### src/rtl/writeback_stage_pkg.sv
// rtl/writeback_stage_pkg.sv - shared load-size encodings and write-back constants
package writeback_stage_pkg;

    localparam logic [1:0] LS_WORD = 2'b00;
    localparam logic [1:0] LS_HALF = 2'b01;
    localparam logic [1:0] LS_BYTE = 2'b10;

    localparam logic [4:0] REG_ZERO = 5'd0;

    localparam int RETIRE_W_DEFAULT = 32;

endpackage

### src/rtl/writeback_stage_load_align.sv
// rtl/writeback_stage_load_align.sv - big-endian sub-word load alignment and misalign detect
module wb_load_align
    import writeback_stage_pkg::*;
(
    input  logic [31:0] readData,
    input  logic [1:0]  offset,
    input  logic [1:0]  loadSize,
    input  logic        loadUnsigned,
    output logic [31:0] alignedData,
    output logic        misalign
);

    logic [15:0] halfSel;
    logic [7:0]  byteSel;

    always_comb begin
        alignedData = readData;
        misalign    = 1'b0;
        halfSel     = offset[1] ? readData[15:0] : readData[31:16];
        byteSel     = readData[31:24];
        case (offset)
            2'd0: byteSel = readData[31:24];
            2'd1: byteSel = readData[23:16];
            2'd2: byteSel = readData[15:8];
            2'd3: byteSel = readData[7:0];
            default: byteSel = readData[31:24];
        endcase

        case (loadSize)
            LS_HALF: begin
                alignedData = loadUnsigned ? {16'h0000, halfSel} : {{16{halfSel[15]}}, halfSel};
                misalign    = offset[0];
            end
            LS_BYTE: begin
                alignedData = loadUnsigned ? {24'h000000, byteSel} : {{24{byteSel[7]}}, byteSel};
            end
            // Reserved encoding 11 behaves as a word load
            default: begin
                alignedData = readData;
                misalign    = (offset != 2'b00);
            end
        endcase
    end

endmodule

### src/rtl/writeback_stage.sv
// rtl/writeback_stage.sv - MEM/WB pipeline register, write-back mux and retire counter
module writeback_stage
    import writeback_stage_pkg::*;
#(
    parameter int RETIRE_W = RETIRE_W_DEFAULT
) (
    input  logic                clk,
    input  logic                reset,
    input  logic                Valid_in,
    input  logic [31:0]         ReadData,
    input  logic [31:0]         ALUResult_in,
    input  logic [4:0]          WriteReg_in,
    input  logic                RegWrite_in,
    input  logic                MemtoReg_in,
    input  logic [1:0]          LoadSize_in,
    input  logic                LoadUnsigned_in,
    input  logic                Stall,
    input  logic                Flush,
    output logic                RegWrite_out,
    output logic [4:0]          WriteReg_out,
    output logic [31:0]         WriteData_out,
    output logic                Valid_out,
    output logic                AddrErr_out,
    output logic [RETIRE_W-1:0] RetireCount
);

    logic [31:0]         alignedData;
    logic                misalign;
    logic                addrErrNext;
    logic                regWriteNext;
    logic [31:0]         writeDataNext;

    logic                validQ;
    logic                regWriteQ;
    logic [4:0]          writeRegQ;
    logic [31:0]         writeDataQ;
    logic                addrErrQ;
    logic [RETIRE_W-1:0] retireQ;

    wb_load_align u_align (
        .readData     (ReadData),
        .offset       (ALUResult_in[1:0]),
        .loadSize     (LoadSize_in),
        .loadUnsigned (LoadUnsigned_in),
        .alignedData  (alignedData),
        .misalign     (misalign)
    );

    // Final write enable and write data are resolved before the register so
    // every output leaves straight from a flop.
    always_comb begin
        addrErrNext   = misalign & MemtoReg_in & Valid_in;
        regWriteNext  = RegWrite_in & Valid_in & ~addrErrNext & (WriteReg_in != REG_ZERO);
        writeDataNext = MemtoReg_in ? alignedData : ALUResult_in;
    end

    always_ff @(posedge clk) begin
        if (reset) begin
            validQ     <= 1'b0;
            regWriteQ  <= 1'b0;
            writeRegQ  <= '0;
            writeDataQ <= '0;
            addrErrQ   <= 1'b0;
            retireQ    <= '0;
        end else begin
            // The instruction leaving the register retires, faulted or not
            if (!Stall && validQ) begin
                retireQ <= retireQ + RETIRE_W'(1);
            end
            if (Flush) begin
                validQ    <= 1'b0;
                regWriteQ <= 1'b0;
                addrErrQ  <= 1'b0;
            end else if (!Stall) begin
                validQ     <= Valid_in;
                regWriteQ  <= regWriteNext;
                writeRegQ  <= WriteReg_in;
                writeDataQ <= writeDataNext;
                addrErrQ   <= addrErrNext;
            end
        end
    end

    assign RegWrite_out  = regWriteQ;
    assign WriteReg_out  = writeRegQ;
    assign WriteData_out = writeDataQ;
    assign Valid_out     = validQ;
    assign AddrErr_out   = addrErrQ;
    assign RetireCount   = retireQ;

endmodule

### config.mk
export PLATFORM = sky130hd
export DESIGN_NAME = writeback_stage
export DESIGN_NICKNAME = d
export VERILOG_FILES = /design/src/rtl/writeback_stage_pkg.sv /design/src/rtl/writeback_stage_load_align.sv /design/src/rtl/writeback_stage.sv
export SDC_FILE = /design/constraint.sdc
export NUM_CORES = 1
export LEC_CHECK = 0
export ABC_AREA = 0
export ABC_CLOCK_PERIOD_IN_PS = 2600
export CAP_MARGIN = 15
export CORE_MARGIN = 10
export CORE_UTILIZATION = 44
export CTS_CLUSTER_SIZE = 30
export DETAILED_ROUTE_END_ITERATION = 8
export HOLD_SLACK_MARGIN = 0.03
export PLACE_DENSITY = 0.81
export SLEW_MARGIN = 20
export SYNTH_ARGS = -nofsm -noshare
export SYNTH_HDL_FRONTEND = slang
export SYNTH_SLANG_ARGS = --single-unit
export TNS_END_PERCENT = 30
### constraint.sdc
create_clock -name clk -period 2.6 [get_ports clk]
set_input_delay 0.26 -clock clk [delete_from_list [all_inputs] [get_ports clk]]
set_output_delay 0.26 -clock clk [all_outputs]
set_load 0.01 [all_outputs]
# After elaboration in Yosys (flattened, before gate mapping)
# Index checks and enable logic that the tools add are counted.
[op_classes]
n_reduce_logical = 7
n_eq_ne = 5
n_mux = 7
bitwise = 8
n_addsub = 1
[op_table]
columns = ["operator", "n"]
rows = [
  ["two-way mux 32 bit", 3],
  ["case mux 32 bit (2 select lines)", 1],
  ["adder 32 x 1 -> 32 bit, second input constant", 1],
  ["case mux 8 bit (4 select lines)", 1],
  ["two-way mux 16 bit", 1],
  ["equality test 2 bit, second input constant", 3],
  ["AND 1 bit", 5],
  ["nonzero test 5 bit", 1],
  ["equality test 2 x 1 -> 1 bit, second input constant", 2],
  ["inverter 1 bit", 3],
  ["zero test 2 bit", 1],
  ["case mux 1 bit (2 select lines)", 1],
  ["AND reduction 2 bit", 1],
  ["nonzero test 2 bit", 1],
  ["OR reduction 2 bit", 1],
  ["logical AND 1 bit", 1],
  ["zero test 1 bit", 1],
]
[word_totals]
inputBits = 79
ff_bits = 72
word_cells = 34
out_inout_bits = 72

# Logic depth before layout (Yosys ltp)
# Gate-level depths: netlist (run 1).
[logic_depth]
ltp_word = 7
depth_mapped = 8
mapped_depth_nobuf = 6

# Modules after synthesis
# A second synthesis (run 1) with hierarchy kept.
[hier_totals]
hier_cells = 462
area_unflattened_um2 = 3908.7
[by_module_without_submodules]
columns = ["mod", "seq_area_each_um2", "cells_per_inst", "area_each_um2", "instances"]
rows = [
  ["writeback_stage", 1441.4, 358, 3233.1, 1],
  ["wb_load_align", 0.0, 104, 675.6, 1],
]

# Worst setup path after synthesis (run 1)
# OpenSTA, ideal clock, no wires.
[synth_timing]
kind = "register to register"
startpoint = "reg retireQ[13] (netlist: RetireCount[13])"
endpoint = "reg retireQ[30] (netlist: RetireCount[30])"
path_slack_ns = 0.676
synth_period_minus_slack_ns = 1.924
n_path_buf = 2
path_stages_with_launch = 7
arrival_ns = 1.854
setup_time_ns = 0.070
t_required_ns = 2.530
cell_sequence = "dfxtp_1 -> nand4_2 -> or4_1 -> buf_2 -> buf_6 -> or4_1 -> a21oi_1"
[synth_via]
elab_chain_cells = 1
[synth_rtl]
columns = ["item", "line", "rtl"]
rows = [
  ["start: declaration", "writeback_stage.sv:38", "logic [RETIRE_W-1:0] retireQ;"],
  ["start signal: assignment", "writeback_stage.sv:68", "retireQ <= retireQ + RETIRE_W'(1);"],
  ["adder 32 x 1 -> 32 bit", "writeback_stage.sv:68", ""],
]
# Every way passes these cells.
# A chain may end at the register's enable or synchronous reset.

# Worst setup path in the final report (run 1)
[layout_timing]
startpoint = "reg retireQ[13] (netlist: RetireCount[13])"
endpoint = "reg retireQ[31] (netlist: RetireCount[31])"
# The elaborated chain is that of the path after synthesis.

==> reports/metrics.yaml, run 1 <==
outcome:
  status: "complete, no violations"
cells_and_area:
  multi_input_area_um2: 2200
  diodes: 0
  nFillCells: 723
  seq_area_um2: 1440
  area_growth_pct: 45.2
  stdcell_count: 724
  fin_nets: 694
  drive_gt1_share_pct: 8.12
global_routing:
  grt.total_usage_pct: 20.5
  grt_pass1_wl_um: 21900
  grt_overflow: 0
  antenna_found_initial: 0
  grt_pass1_vias: 4223
  grt_max_degree: 73
clock_tree:
  cts_root_buffer: "clkbuf_8"
  cts_tree: "built"
  cts_setup_buffers: 0
  clock_latency_ns: 0.35
  ctsHoldBuffers: 0
  cts_buffer_depth: 2
  cts.sinks: 72
  ctsResizeCount: 0
  htreeDepth: 3
  clk_pin_slew_ns: 0.07
  cts_made_buffers: 9
logic_synthesis:
  synth_mux_area_share_pct: 3.76
  synth_compound_area_share_pct: 24.1
  synth-xor-area-share_pct: 2.49
  ys_ff_latch: 72
  syn-num-nets: 559
  synthSimpleGateAreaFrac_pct: 25.5
  synth_top_family_by_area: "simple AND/OR/NAND/NOR gates"
  yosysSeqAreaShare_pct: 37.3
  syn_inst: 477
  yosys.cell_types.count: 51
  synth_edf_count: 0
  synth-main-ff-cell: "dfxtp_1"
  async_flop_share_pct: 0
  netlist_area_um2: 3860
  synth_warnings: 0
  avgSynthCellArea_um2: 8.10
  synth_fa_ha_area_share_pct: 0.971
floorplan:
  io_pins: 151
  rows: 34
  die_x_um: 114
  design.die.area_um2: 12900
  core_area_um2: 8640
  die_y_um: 114
  start_util_pct: 44.8
flow_run:
  drv_cap: 0
power:
  power.leakage_nw: 1.91
  p_per_area_nw_per_um2: 441
  total_power_mw: 2.48
  max-vdd-ir-drop_mv: 0.298
setup_path:
  r2r_cells: 4
  critPathCaptureType: "flop"
  path_max_fanout: 16
  crit_path_start: "RetireCount[13]"
  r2r-start: "RetireCount[13]"
  crit_top_cell: "or4_1"
  rrSetupSlack_ns: 0.43
  path_class: "reg -> reg"
  r2r_end: "RetireCount[31]"
  required_ns: 2.87
  cp_slowest_cell: "or4_1"
  max_stage_delay_ns: 0.77
  arrival_ns: 2.44
  worstPathCellList: "nand4_2 > or4_1 > or4_1 > a21oi_1"
  start_kind: "flop"
route:
  routed_via_density: 5.91
  dr_total_vias: 4280
  wl_um: 13700
  drtIter0Drc: 256
  antenna_left: 0
  detail_route.first_pass.iterations: 4
  route.detailed.wl_per_inst_um: 18.9
  drcViolationCount: 0
sta:
  worst_clock_skew_ns: 0.00530
  tns_ns: 0
  worst_pin_slew_ns: 0.777
  post-route-period-util_pct: 83.4
  setup_viol: 0
  min_period_ns: 2.17
  rsz0062_at_grt: "false"
  maxSlewHeadroom_pct: 48.2
  max_freq_mhz: 461
  maxSlewViolCount: 0
  hold_viol: 0
place:
  hpwlAfterDp_um: 10100
  portBuffers: 150
  gp_congestion: 0.948
  dp.cells: 709
min_path:
  min_to: "WriteReg_out[2]"
  holdPathStages: 2
  worstHoldStart: "WriteReg_out[2]"
  hp-class: "reg -> reg"
flip-flops by register name, indices dropped and copies added (netlist names):
signal and flops:
Valid_out 1, WriteData_out 32, WriteReg_out 5, AddrErr_out 1
RegWrite_out 1, RetireCount 32
metal layers:
metal | up-vias | routed length (um) | track usage, %
li1 | 2041 | - | -
met1 | 2032 | 5570 | 23.5
met2 | 179 | 6420 | 33.8
met3 | 28 | 1340 | 8.03
met4 | 0 | 342 | 7.11
met5 | - | 0 | 0
synth_stat cells (7+ instances only):
master    number  area [um2]
o21ai_0       28         140
a311oi_1      18         158
o211ai_1       7        52.6
nor2b_1       10        62.6
xor2_1         7        61.3
o22ai_1        7        43.8
dfxtp_1       72        1440
or4_1         13        97.6
nor2_1        24        90.1
a21oi_1       52         260
a211o_1        7        61.3
nand2_1       59         221
clkbuf_1      29         109
or3_1         25         156
or3b_2         8        70.1
mux2i_1       10         100
nand3_1       14        70.1
inv_1          8        30.0
o31ai_1       11        82.6
area by class of cell:
class                   count  area share (%)
clock buffers              12            2.76
clock inverters             3           0.312
multi-input cells         356            39.2
well taps                 108            2.41
inverters                   8           0.535
repair buffers            165            29.1
flip-flops and latches     72            25.7
power by group:
part	internal (mW)	switching, mW	total [mW]
registers	1.14	0.0213	1.16
clock network	0.391	0.418	0.809
logic	0.268	0.239	0.507
total	1.80	0.678	2.48
placed cells by master, fill, tap and decap left out, types with 3 or more instances in the layout:
cell	synthesis	layout
clkdlybuf4s50_1	0	149
dfxtp_1	72	72
nand2_1	59	59
a21oi_1	52	52
o21ai_0	28	28
or3_1	25	25
nor2_1	24	23
a311oi_1	18	18
nand3_1	14	14
or4_1	13	13
buf_4	0	13
o31ai_1	11	11
clkbuf_8	2	11
nor2b_1	10	10
mux2i_1	10	10
inv_1	8	8
or3b_2	8	8
o211ai_1	7	7
xor2_1	7	7
a211o_1	7	7
o22ai_1	7	7
o221ai_1	6	6
nand4_1	6	6
a211oi_1	4	4
xnor2_1	4	4
and4_2	3	3
and3_1	3	3
nor3_1	3	3
nand2b_1	3	3
ha_1	3	3
cells by family (layout without fill, tap and decap cells):
family                     after synthesis  count (layout)
and+or+nand+nor                        183             183
AOI/OAI and AO/OA                      146             146
DFF                                     72              72
buffers and inverters                   49             188
muxes                                   13              13
xor gates and xnor gates                11              11
adders and majority gates                3               3
critical path, delay by kind of cell (launching register included):
kind / cells / cell delay (ns)
simple gates: 3 / 1.49
flops: 1 / 0.44
compound gates: 1 / 0.15
worst max-delay path by stage:
stage / to / slack [ns]
final: RetireCount[31] / 0.43
after global routing: RetireCount[31] / 0.31
after CTS: RetireCount[31] / 0.44
after detailed placement: WriteData_out[2] / 0.30
after global placement: WriteData_out[12] / 0.34
after floorplan: RetireCount[30] / 0.68
per-stage QoR:
| stage | instance area (um2) | util [%] | hold slack (ns) | worst slack, ns |
|---|---|---|---|---|
| after floorplan | 3860 | - | 0.338 | 0.676 |
| after global placement | 5440 | 63.0 | 0.442 | 0.340 |
| after detailed placement | 5440 | 63.0 | 0.455 | 0.303 |
| after CTS | 5610 | 65.0 | 0.465 | 0.441 |
| after global routing | 5610 | 65.0 | 0.479 | 0.312 |
| final | 5610 | 65.0 | 0.466 | 0.432 |
(Power assumes the default switching activity.)
==> run 2, diff against run 1 <==
ABC_CLOCK_PERIOD_IN_PS = 1750   (was 2600)
CORE_UTILIZATION = 40   (was 44)
PLACE_DENSITY = 0.77   (was 0.81)
clock period = 1.75 ns   (was 2.6 ns; I/O delays follow)
==> run 2 against run 1 <==
  * Clock-buffer cell count unchanged
  * Routed wire length rose by 6.2%
  * Flip-flop and latch count is the same
  * Maximum frequency increased by 19%
  * Cell count rose by 9.7%
  * The flow now finishes with violations (setup timing)
  * Combinational power up 63%
  * Critical endpoint is now RetireCount[25]
  * Global-route usage down 1.0 points
  * Die area grew 8.2%
  * Largest power group unchanged
  * Final area is 9.9% higher
==> reports/metrics.yaml, run 2 (synthesis results as in run 1) <==
route:
  drtIter0Drc: 311
  wl_um: 14500
  antenna_left: 0
  dr_total_vias: 4442
  detailroute.wirelength.met2_um: 7210
  detail_route.first_pass.iterations: 5
  drcViolationCount: 0
  routed_via_density: 5.59
  top_layer_used: "met4"
  dr_wl_met3_um: 1400
  route.detailed.wl_per_inst_um: 18.3
  m1WireLength_um: 5720
clock_tree:
  clk_pin_slew_ns: 0.08
  cts.sinks: 72
  cts_buffer_depth: 2
  htreeDepth: 3
  clock_latency_ns: 0.35
  cts_root_buffer: "clkbuf_8"
  ctsHoldBuffers: 0
  cts_tree: "built"
  cts_made_buffers: 9
global_routing:
  antenna_found_initial: 0
  grt.total_usage_pct: 19.4
  grt_pass1_vias: 4460
  grt_overflow: 0
  grt_pass1_wl_um: 22900
  grt_max_degree: 48
sta:
  worst_hold_slack_ns: 0.346
  min_period_ns: 1.82
  rsz0062_at_grt: "true"
  worst_pin_slew_ns: 0.594
  setup_viol: 5
  post-route-period-util_pct: 104
  maxSlewHeadroom_pct: 60.4
  maxSlewViolCount: 0
  hold_viol: 0
  max_freq_mhz: 551
  setup_slack_ns: -0.0659
  worst_clock_skew_ns: 0.0111
cells_and_area:
  layout_commonest_cell: "clkdlybuf4s50_1"
  fin_nets: 742
  nFillCells: 807
  drive_gt1_share_pct: 18.2
  final_cell_mix: "clkdlybuf4s50_1 (148), dfxtp_1 (63), nand2_1 (58), buf_4 (55), a21oi_1 (46)"
  area_growth_pct: 59.5
  seq_area_um2: 1470
  diodes: 0
  multi_input_area_um2: 2280
setup_path:
  max_stage_delay_ns: 0.60
  cp_slowest_cell: "or4_4"
  path_class: "reg -> reg"
  crit_buf_inv: 0
  worstPathCellList: "nand4_4 > or4_4 > or4_1 > a21oi_2"
  required_ns: 2.04
  critPathTopFamily: "simple AND/OR/NAND/NOR gates"
  critPathCaptureType: "flop"
  start_kind: "flop"
  path_max_fanout: 7
  arrival_ns: 2.11
outcome:
  status: "finished, violations left"
  violations: "setup timing"
place:
  portBuffers: 150
  gp_congestion: 0.869
  hpwlAfterDp_um: 11200
floorplan:
  core_area_um2: 9330
  die_x_um: 118
  start_util_pct: 41.4
  io_pins: 151
  rows: 35
  die_y_um: 118
  design.die.area_um2: 14000
power:
  p_per_area_nw_per_um2: 613
  max-vdd-ir-drop_mv: 0.310
  total_power_mw: 3.78
  power.leakage_nw: 2.20
flow_run:
  drv_cap: 0
min_path:
  hp-class: "in -> reg"
==> run 2: path summary, 6_finish.rpt <==
path              startpoint               end  slack [ns]  depth (start not counted)
max reg2reg  RetireCount[15]   RetireCount[25]       -0.07                          4
min reg2reg  WriteReg_out[4]   WriteReg_out[4]        0.46                          2
max          RetireCount[15]   RetireCount[25]       -0.07                          4
min                    reset  WriteData_out[0]        0.35                          2
==> run 2: stage by stage <==
stage	setup slack [ns]	TNS [ns]	instance area, um2	utilization (%)	std cells
5_1_grt	-0.0991	-0.402	6170	66.1	794
3_5_place_dp	-0.485	-13.15	5900	63.2	777
2_1_floorplan	-0.0442	-0.0956	3890	-	477
6_report	-0.0659	-0.133	6170	66.1	794
3_3_place_gp	-0.389	-10.92	5900	63.2	777
4_1_cts	-0.0867	-0.277	6110	65.5	793
==> run 2: layout make-up <==
class,instances,area share [%]
sequential,72,23.8
inverter,8,0.487
clock inverter,4,0.467
timing repair buffer,212,33.1
multi-input combinational,357,37.0
tap,129,2.62
clock buffer,12,2.52
==> run 2: where the power goes <==
| part | switching, mW | total [mW] | internal, mW |
|---|---|---|---|
| logic | 0.370 | 0.824 | 0.454 |
| registers | 0.0313 | 1.72 | 1.69 |
| clock network | 0.646 | 1.24 | 0.593 |
==> run 2: timing repair <==
action                     CTS  global route
buffers inserted             0             1
cloned                       0             1
pin swaps                    1             6
resized for setup            6            17
setup endpoints to repair   20            21
hold endpoints to repair     0             0
==> run 2: routing by layer <==
metal | vias up | GRT usage (%)
li1 | 2142 | -
met1 | 2104 | 21.6
met2 | 180 | 34.0
met3 | 16 | 7.19
met4 | 0 | 5.18
met5 | - | 0
==> run 2: worst register-to-register path: stages (launching register included) <==
cell and delay, ns:
dfxtp_4 0.36, nand4_4 0.13, or4_4 0.60, or4_1 0.53, a21oi_2 0.14
==> run 3, diff against run 2 <==
PLACE_DENSITY = not set   (was 0.77)
PLACE_DENSITY_LB_ADDON = 0.12   (was not set)
==> run 3 against run 2 <==
  * The run still ends with setup timing left
  * Setup slack worse by 0.021 ns
  * Flip-flop and latch count did not move
  * Clock power up 31%
  * Register-to-register slack got worse by 0.02 ns
  * Final area rose by 2.6%
  * Utilization grew 1.7 points
  * Critical path type unchanged
==> reports/metrics.yaml, run 3 (synthesis results as in run 1) <==
clock_tree:
  cts_made_buffers: 9
  htreeDepth: 3
  clock_latency_ns: 0.34
  clk_pin_slew_ns: 0.08
  cts_root_buffer: "clkbuf_8"
  cts_tree: "built"
  cts.sinks: 72
  cts_buffer_depth: 2
setup_path:
  arrival_ns: 2.11
  r2r-start: "RetireCount[15]"
  r2r_end: "RetireCount[25]"
  r2r_cells: 5
  path_class: "reg -> reg"
  start_kind: "flop"
  critPathCaptureType: "flop"
  crit_path_start: "RetireCount[15]"
  rrSetupSlack_ns: -0.09
  path_max_fanout: 7
  required_ns: 2.03
floorplan:
  design.die.area_um2: 14000
  io_pins: 151
  die_y_um: 118
  core_area_um2: 9330
  start_util_pct: 41.4
  die_x_um: 118
  rows: 35
cells_and_area:
  multi_input_area_um2: 2260
  drive_gt1_share_pct: 19.8
  layout_commonest_cell: "clkdlybuf4s50_1"
  final_cell_mix: "clkdlybuf4s50_1 (148), buf_4 (72), dfxtp_1 (64), nand2_1 (59), a21oi_1 (47)"
  seq_area_um2: 1460
  fin_area_um2: 6330
  area_growth_pct: 63.7
  fin_nets: 760
  nFillCells: 804
  diodes: 0
global_routing:
  grt_pass1_wl_um: 23000
  grt_max_degree: 33
  grt_pass1_vias: 4671
  antenna_found_initial: 0
  grt.total_usage_pct: 19.6
  grt_overflow: 0
place:
  placed_cell_area_um2: 5980
  portBuffers: 150
  hpwlAfterDp_um: 11000
  gp_congestion: 0.920
sta:
  setup_slack_ns: -0.0870
  setup_viol: 4
  worst_clock_skew_ns: 0.0102
  hold_viol: 0
  worst_pin_slew_ns: 0.620
  post-route-period-util_pct: 105
  rsz0062_at_grt: "true"
  worst_hold_slack_ns: 0.415
  maxSlewHeadroom_pct: 58.6
  max_freq_mhz: 544
  min_period_ns: 1.84
  maxSlewViolCount: 0
route:
  drcViolationCount: 0
  route.detailed.wl_per_inst_um: 17.8
  dr_total_vias: 4470
  routed_via_density: 5.50
  detail_route.first_pass.iterations: 5
  wl_um: 14400
  drtIter0Drc: 226
  antenna_left: 0
outcome:
  violations: "setup timing"
  status: "finished, violations left"
min_path:
  hp-class: "in -> reg"
  min_to: "WriteReg_out[3]"
  holdPathStages: 3
  worstHoldStart: "WriteReg_in[3]"
power:
  power.leakage_nw: 2.32
  max-vdd-ir-drop_mv: 0.438
  p_per_area_nw_per_um2: 663
flow_run:
  drv_cap: 0
## run 3: changes by cell type in the layout (fill, tap and decap cells not counted), moves of 2 or more
cell        previous run  this run
bufinv_16              0         3
clkbuf_8              11         9
buf_4                 55        72
buf_2                  1         3
clkinvlp_4             2         0
## run 3: metrics by stage
step	setup TNS (ns)	instances	setup WS [ns]	util (%)	total power, mW
3_3_place_gp	-11.89	790	-0.382	64.1	2.57
2_1_floorplan	-0.0956	477	-0.0442	-	2.09
6_report	-0.251	812	-0.0870	67.8	4.19
5_1_grt	-0.859	812	-0.140	67.8	4.38
3_5_place_dp	-13.80	790	-0.496	64.1	2.58
4_1_cts	-0.249	807	-0.0901	67.1	4.21
## run 3: layer usage
metal,part of all wire [%],global-route usage [%],vias to the layer above,wire [um]
met1,39,20.9,2099,5620
met2,50,33.8,170,7180
li1,-,-,2179,-
met5,0,0,-,0
met4,1.7,6.18,0,239
met3,9.6,8.76,22,1390
## run 3: worst max path at each step
stage	endpoint	slack, ns	cells after the start
after floorplan	RetireCount[30]	-0.04	6
after global placement	WriteData_out[14]	-0.38	9
after detailed placement	WriteData_out[2]	-0.50	7
after CTS	RetireCount[25]	-0.09	5
after global routing	RetireCount[25]	-0.14	5
final	RetireCount[25]	-0.09	5
## run 3: critical path, cell delays in order (launching register included)
cell     delay [ns]
dfxtp_4        0.37
nand4_4        0.11
or4_4          0.54
buf_6          0.15
or4_4          0.47
a21oi_2        0.13
## run 3: power by group
part | total, mW | internal (mW) | switching [mW]
registers | 1.72 | 1.69 | 0.0322
logic | 0.842 | 0.465 | 0.377
clock network | 1.63 | 0.958 | 0.670
total | 4.19 | 3.11 | 1.08
## run 3: cell type report
cell class | count | area share (%)
multi-input combinational | 356 | 35.7
timing repair buffer | 231 | 34.3
sequential | 72 | 23.1
tap | 129 | 2.55
clock buffer | 10 | 2.02
clock inverter | 6 | 1.84
inverter | 8 | 0.475
## run 3: what timing repair did
| action | 4_1_cts | 5_1_grt |
|---|---|---|
| gates resized for setup | 7 | 9 |
| hold buffers | 0 | 0 |
| endpoints found under the setup margin | 19 | 26 |
| buffers inserted | 1 | 5 |
| cloned | 1 | 0 |
| pin swaps | 5 | 6 |
